## config.mk

```make
export PLATFORM = sky130hd
export DESIGN_NAME = burst_ecc_codec
export DESIGN_NICKNAME = d
export VERILOG_FILES = /design/src/rtl/burst_ecc_codec_pkg.sv /design/src/rtl/burst_ecc_codec_poly_mod_step.sv /design/src/rtl/burst_ecc_codec.sv
export SDC_FILE = /design/constraint.sdc
export NUM_CORES = 1
export LEC_CHECK = 0
export CORE_ASPECT_RATIO = 0.6
export CORE_MARGIN = 3
export CORE_UTILIZATION = 56
export DETAILED_ROUTE_END_ITERATION = 16
export HOLD_SLACK_MARGIN = 0.03
export PLACE_DENSITY = 0.88
export SYNTH_ARGS = -nofsm -noshare
export SYNTH_HDL_FRONTEND = slang
export SYNTH_HIERARCHICAL = 1
export SYNTH_SLANG_ARGS = --single-unit
export TNS_END_PERCENT = 1
```

## constraint.sdc

```tcl
create_clock -name clk -period 7.84 [get_ports clk]
set_input_delay 2.352 -clock clk [delete_from_list [all_inputs] [get_ports clk]]
set_output_delay 2.352 -clock clk [all_outputs]
set_load 0.1 [all_outputs]
```

## src/rtl/burst_ecc_codec_pkg.sv

```systemverilog
// Shared mode/state encodings and default code parameters for the burst ECC codec.
// Default code: shortened Fire code g(x) = (x^15+1)(x^9+x^4+1), 64/40, bursts up to 8.
package burst_ecc_codec_pkg;

  localparam logic [2:0] MODE_IDLE   = 3'b000;
  localparam logic [2:0] MODE_ENCODE = 3'b001;
  localparam logic [2:0] MODE_DECODE = 3'b010;

  localparam int          DEF_N      = 64;
  localparam int          DEF_K      = 40;
  localparam int          DEF_B      = 8;
  localparam int          DEF_PERIOD = 7665;
  localparam logic [23:0] DEF_G_POLY = 24'h088211;

  typedef enum logic [2:0] {
    S_IDLE = 3'd0,
    S_ENC  = 3'd1,
    S_SYND = 3'd2,
    S_TRAP = 3'd3,
    S_OUT  = 3'd4
  } state_t;

endpackage

```

## src/rtl/burst_ecc_codec_poly_mod_step.sv

```systemverilog
// One serial GF(2) step modulo g(x): either shift a bit in (syndrome) or inject it into
// the feedback (systematic encode). With bit_in = 0 both forms reduce to t*x mod g.
module burst_ecc_codec_poly_mod_step #(
  parameter int         R      = 24,
  parameter logic [R-1:0] G_POLY = '0
) (
  input  logic [R-1:0] t_in,
  input  logic         bit_in,
  input  logic         fb_inject,
  output logic [R-1:0] t_out
);

  logic fb;

  always_comb begin
    fb    = t_in[R-1] ^ (fb_inject & bit_in);
    t_out = {t_in[R-2:0], bit_in & ~fb_inject} ^ (fb ? G_POLY : '0);
  end

endmodule

```

## src/rtl/burst_ecc_codec.sv

```systemverilog
// Burst-error codec: serial parity / syndrome generation, then error trapping over one
// period of g(x). One request in flight; results are registered and held until out_ready.
module burst_ecc_codec
  import burst_ecc_codec_pkg::*;
#(
  parameter int             N      = DEF_N,
  parameter int             K      = DEF_K,
  parameter int             B      = DEF_B,
  parameter logic [N-K-1:0] G_POLY = (N-K)'(DEF_G_POLY),
  parameter int             PERIOD = DEF_PERIOD
) (
  input  logic         clk,
  input  logic         rst,
  input  logic [2:0]   mode,
  input  logic         in_valid,
  output logic         in_ready,
  input  logic [N-1:0] data_in,
  output logic         out_valid,
  input  logic         out_ready,
  output logic [N-1:0] data_out,
  output logic         err_detected,
  output logic         err_uncorrectable,
  output logic         busy
);

  localparam int R  = N - K;
  localparam int CW = $clog2(PERIOD + 1);
  localparam logic [CW-1:0] PERIOD_C  = CW'(PERIOD);
  localparam logic [CW-1:0] LAST_ENC  = CW'(K - 1);
  localparam logic [CW-1:0] LAST_SYND = CW'(N - 1);
  localparam logic [CW-1:0] LAST_TRAP = CW'(PERIOD - 1);
  localparam logic [CW:0]   MAX_POS   = (CW + 1)'(N - 1);

  state_t         state_q, state_d;
  logic [N-1:0]   word_q, word_d;
  logic [R-1:0]   rem_q, rem_d;
  logic [CW-1:0]  cnt_q, cnt_d;
  logic           det_q, det_d, unc_q, unc_d;
  logic           out_valid_q, out_valid_d;
  logic [N-1:0]   data_out_q, data_out_d;
  logic           err_detected_q, err_detected_d;
  logic           err_uncorrectable_q, err_uncorrectable_d;
  logic           in_ready_q, in_ready_d;
  logic           busy_q, busy_d;

  logic           step_bit;
  logic [R-1:0]   step_out;
  logic [K-1:0]   enc_rot;
  logic [N-1:0]   synd_rot;
  logic [CW-1:0]  trap_j;
  logic [CW-1:0]  burst_msb;
  logic [N-1:0]   corrected;
  logic           trap_hit;

  burst_ecc_codec_poly_mod_step #(
    .R      (R),
    .G_POLY (G_POLY)
  ) u_step (
    .t_in      (rem_q),
    .bit_in    (step_bit),
    .fb_inject (state_q == S_ENC),
    .t_out     (step_out)
  );

  // Data rotates MSB-first through the word register and is back in place when the pass ends.
  always_comb begin
    enc_rot  = {word_q[K-2:0], word_q[K-1]};
    synd_rot = {word_q[N-2:0], word_q[N-1]};
    case (state_q)
      S_ENC:   step_bit = word_q[K-1];
      S_SYND:  step_bit = word_q[N-1];
      default: step_bit = 1'b0;
    endcase
  end

  // After i steps t = b * x^(i+j) mod g, so a trapped burst sits at j = (PERIOD - i) mod PERIOD.
  always_comb begin
    trap_j    = (cnt_q == '0) ? '0 : PERIOD_C - cnt_q;
    burst_msb = '0;
    for (int k = 0; k < B; k++) begin
      if (rem_q[k]) burst_msb = CW'(k);
    end
    trap_hit  = (rem_q[R-1:B] == '0) && rem_q[0] &&
                (({1'b0, trap_j} + {1'b0, burst_msb}) <= MAX_POS);
    corrected = word_q ^ ({{(N-B){1'b0}}, rem_q[B-1:0]} << trap_j);
  end

  always_comb begin
    state_d             = state_q;
    word_d              = word_q;
    rem_d               = rem_q;
    cnt_d               = cnt_q;
    det_d               = det_q;
    unc_d               = unc_q;
    out_valid_d         = out_valid_q;
    data_out_d          = data_out_q;
    err_detected_d      = err_detected_q;
    err_uncorrectable_d = err_uncorrectable_q;
    case (state_q)
      S_IDLE: begin
        if (in_valid) begin
          word_d = data_in;
          rem_d  = '0;
          cnt_d  = '0;
          det_d  = 1'b0;
          unc_d  = 1'b0;
          case (mode)
            MODE_ENCODE: state_d = S_ENC;
            MODE_DECODE: state_d = S_SYND;
            MODE_IDLE:   state_d = S_IDLE;
            default:     state_d = S_IDLE;
          endcase
        end
      end
      S_ENC: begin
        rem_d  = step_out;
        cnt_d  = cnt_q + CW'(1);
        word_d = {word_q[N-1:K], enc_rot};
        if (cnt_q == LAST_ENC) begin
          word_d  = {enc_rot, step_out};
          state_d = S_OUT;
        end
      end
      S_SYND: begin
        rem_d  = step_out;
        cnt_d  = cnt_q + CW'(1);
        word_d = synd_rot;
        if (cnt_q == LAST_SYND) begin
          cnt_d = '0;
          if (step_out == '0) begin
            word_d  = {{R{1'b0}}, synd_rot[N-1:R]};
            state_d = S_OUT;
          end else begin
            det_d   = 1'b1;
            state_d = S_TRAP;
          end
        end
      end
      S_TRAP: begin
        if (trap_hit) begin
          word_d  = {{R{1'b0}}, corrected[N-1:R]};
          state_d = S_OUT;
        end else begin
          rem_d = step_out;
          cnt_d = cnt_q + CW'(1);
          if (cnt_q == LAST_TRAP) begin
            unc_d   = 1'b1;
            word_d  = {{R{1'b0}}, word_q[N-1:R]};
            state_d = S_OUT;
          end
        end
      end
      S_OUT: begin
        if (out_valid_q && out_ready) begin
          out_valid_d = 1'b0;
          state_d     = S_IDLE;
        end else begin
          out_valid_d         = 1'b1;
          data_out_d          = word_q;
          err_detected_d      = det_q;
          err_uncorrectable_d = unc_q;
        end
      end
      default: state_d = S_IDLE;
    endcase
    in_ready_d = (state_d == S_IDLE);
    busy_d     = (state_d != S_IDLE);
  end

  always_ff @(posedge clk or posedge rst) begin
    if (rst) begin
      state_q             <= S_IDLE;
      word_q              <= '0;
      rem_q               <= '0;
      cnt_q               <= '0;
      det_q               <= 1'b0;
      unc_q               <= 1'b0;
      out_valid_q         <= 1'b0;
      data_out_q          <= '0;
      err_detected_q      <= 1'b0;
      err_uncorrectable_q <= 1'b0;
      in_ready_q          <= 1'b1;
      busy_q              <= 1'b0;
    end else begin
      state_q             <= state_d;
      word_q              <= word_d;
      rem_q               <= rem_d;
      cnt_q               <= cnt_d;
      det_q               <= det_d;
      unc_q               <= unc_d;
      out_valid_q         <= out_valid_d;
      data_out_q          <= data_out_d;
      err_detected_q      <= err_detected_d;
      err_uncorrectable_q <= err_uncorrectable_d;
      in_ready_q          <= in_ready_d;
      busy_q              <= busy_d;
    end
  end

  assign in_ready          = in_ready_q;
  assign out_valid         = out_valid_q;
  assign data_out          = data_out_q;
  assign err_detected      = err_detected_q;
  assign err_uncorrectable = err_uncorrectable_q;
  assign busy              = busy_q;

endmodule

```

==> out/qor.yml <==
global_route:
  grt_max_degree: 71
  overflow: 0
  grt_pass1_vias: 9910
  grt_use_total: 0.365
  grt_pass1_wl_um: 58300
  grt_antenna_before_repair: 1
timing:
  finClkSkew_ns: 0.00769
  worst_slew_pin_slew_ns: 1.16
  hold_viol: 0
  rsz0062_at_grt: "false"
  drv_slew: 0
  fmax_ghz: 0.153
  finalSetupViolations: 0
  relSlewSlack: 0.225
  fin_setup_tns_ns: 0
  timing.final.crit_share: 0.835
  worst_slack_ns: 1.30
  fin_crit_ns: 6.54
clock_network:
  clk_path_buf_depth: 2
  h-tree-depth: 4
  post_cts_buffers: 0
  numCtsBuffers: 17
  clockRootBuffer: "clkbuf_16"
  cts.clk_slew.worst_paths_ns: 0.07
  cts_resized: 0
  ctsHoldBuffers: 0
  cts_sinks: 175
  worstSkewPairLatency_ns: 0.44
  cts_tree: "built"
setup_path:
  timing.rr.start: "cnt_q[0]$_DFFE_PP0P_"
  critPathSlowestCell: "nand2_1"
  reg2reg_slack_ns: 1.30
  critPathKind: "register to register"
  r2r-end: "busy$_DFF_PP0_"
  start_kind: "register"
  slowest_delay_ns: 0.91
  critical_path.cell_chain: "inv_1 > ha_1 > or4b_1 > or4_1 > nand2_1 > inv_1 > ha_1 > a21oi_1 > nor2_1 > a31o_1 > a21oi_2 > o21ai_2 > a21oi_4 > buf_4 > nand2_1 > nand2_1 > or3_1"
  end_kind: "register"
  ff2ff_path_depth: 17
  critPathArrivalTime_ns: 6.85
  cp.required_ns: 8.15
  crit_top_cell: "nand2_1"
  worstPathMaxFanout: 54
logic_synthesis:
  synth_area_leaders: "dfrtp_1, mux2_2, o21ai_0, nand2_1, a21oi_1"
  synth-edff-count: 0
  synth-seq-area-share: 0.413
  ys_types: 76
  synthFlopType: "dfrtp_1"
  syn_inst: 1214
  synth_commonest_cells: "dfrtp_1, nand2_1, o21ai_0"
  synth.most_common_cell: "dfrtp_1"
  ys_ff_latch: 175
  synth_top_area_cell: "dfrtp_1"
  synth.net_count: 1293
  async_flop_share: 1.00
  avgSynthCellArea_um2: 8.75
  yosysWarnings: 6
  synth_top_area_frac: 0.410
  syn_area_um2: 10600
placed_design:
  place_congestion: 0.966
  dp_hpwl_um: 26600
  place_inst: 1501
  pre_cts_ws_ns: 1.53
  io_buffers: 139
pwr:
  leakage_nw: 5.01
  power_density_nw_per_um2: 491
  power_mw: 6.14
  peakVddDrop_mv: 0.556
drt:
  drtIter0Drc: 1648
  wl_um: 37700
  dr_total_vias: 10400
  drtAntennaViolNets: 0
  vias_per_cell: 6.80
  drc: 0
  first_pass_iters: 9
  wire_per_inst_um: 24.7
floorplan:
  num_rows: 38
  initial_core_util: 0.580
  core_area_um2: 18300
  io_pins: 140
  die_width_um: 184
  fp.dieH_um: 113
  die-area_um2: 20700
outcome:
  status: "complete, no violations"
layout:
  area_growth_pct: 17.8
  insertedDiodeCount: 0
  nNetsFinal: 1359
  finalNonFillerCells: 1529
  drive_gt1_frac: 0.102
  final_util: 0.683
hold_path:
  min_from: "err_detected$_DFFE_PP0P_"
  min_to: "err_detected$_DFFE_PP0P_"
  holdCritPathClass: "register to register"
  min_path_cells: 2
flow_run:
  cap_viol_max_count: 0
[how the worst max path moves through the flow]
| stage | to | depth (start not counted) | slack, ns | startpoint |
|---|---|---|---|---|
| floorplan | busy$_DFF_PP0_ | 1 | 0.74 | rst |
| global placement | busy$_DFF_PP0_ | 17 | 1.77 | cnt_q[0]$_DFFE_PP0P_ |
| detailed placement | busy$_DFF_PP0_ | 17 | 1.53 | cnt_q[0]$_DFFE_PP0P_ |
| CTS | busy$_DFF_PP0_ | 17 | 1.49 | cnt_q[0]$_DFFE_PP0P_ |
| global route | busy$_DFF_PP0_ | 17 | 0.94 | cnt_q[0]$_DFFE_PP0P_ |
| finish | busy$_DFF_PP0_ | 17 | 1.30 | cnt_q[0]$_DFFE_PP0P_ |
[kinds of logic (layout without fill, tap and decap cells)]
group | Yosys count | after routing | share of synthesized area
and+or+nand+nor | 386 | 386 | 0.166
xor gates and xnor gates | 57 | 57 | 0.0470
muxes | 71 | 71 | 0.0747
adders and majority gates | 8 | 8 | 0.0101
buffers and inverters | 128 | 203 | 0.0573
AOI/OAI and AO/OA | 389 | 389 | 0.233
DFF | 175 | 175 | 0.413
[cell usage in the layout (no fill, tap or decap), drive strengths merged, types with 21 or more instances in the layout]
cell / netlist / final
a21oi: 91 / 91
o21ai: 156 / 156
a22o: 29 / 29
nor3: 22 / 22
nand3: 28 / 28
mux2: 66 / 66
clkdlybuf4s50: 0 / 139
clkbuf: 60 / 22
nand2: 158 / 158
a221o: 24 / 24
xnor2: 39 / 39
dfrtp: 174 / 174
nor2: 100 / 100
inv: 21 / 21
[stage by stage]
step | hold slack [ns] | instance area [um^2]
after detailed placement | 0.479 | 11900
after global routing | 0.529 | 12500
after floorplan | 0.459 | 10600
after global placement | 0.463 | 11900
after CTS | 0.504 | 12500
final | 0.491 | 12500
[routing by layer]
metal  vias to the layer above  global-route usage  part of all wire
li1                       4500                   -                 -
met1                      4997               0.547              0.43
met2                       811               0.501              0.40
met3                        93               0.142              0.15
met4                         0              0.0775             0.020
met5                         -                   0                 0
[cell type report]
type | count | area [um^2]
tap | 240 | 300
multi-input combinational | 911 | 5670
clock inverter | 6 | 85.1
sequential | 175 | 4380
fill | 1415 | 5800
inverter | 21 | 83.8
timing repair buffer | 154 | 1500
clock buffer | 22 | 484
[state kept, by name, indices dropped and copies added (netlist names)]
signal             flops
word_q                64
err_detected           1
unc_q                  1
rem_q                 24
in_ready               1
det_q                  1
cnt_q                 13
busy                   1
data_out              64
state_q                3
err_uncorrectable      1
out_valid              1
[critical path: cells and delay by family (launching register included)]
family	cells	cell delay [ns]
AND/OR/NAND/NOR	7	3.45
AO/OA/AOI/OAI	5	0.71
flip-flops	1	0.65
buffers and inverters	3	0.94
adder cells (fa/ha/maj)	2	0.63
[report_power, final]
part | leakage [nW] | switching (mW) | internal [mW] | total (mW)
clock network | 0.276 | 0.359 | 0.495 | 0.854
registers | 2.24 | 0.497 | 1.27 | 1.76
logic | 2.49 | 2.51 | 1.02 | 3.53
total | 5.01 | 3.36 | 2.78 | 6.14
No activity file was read; power rests on OpenSTA's default activity.
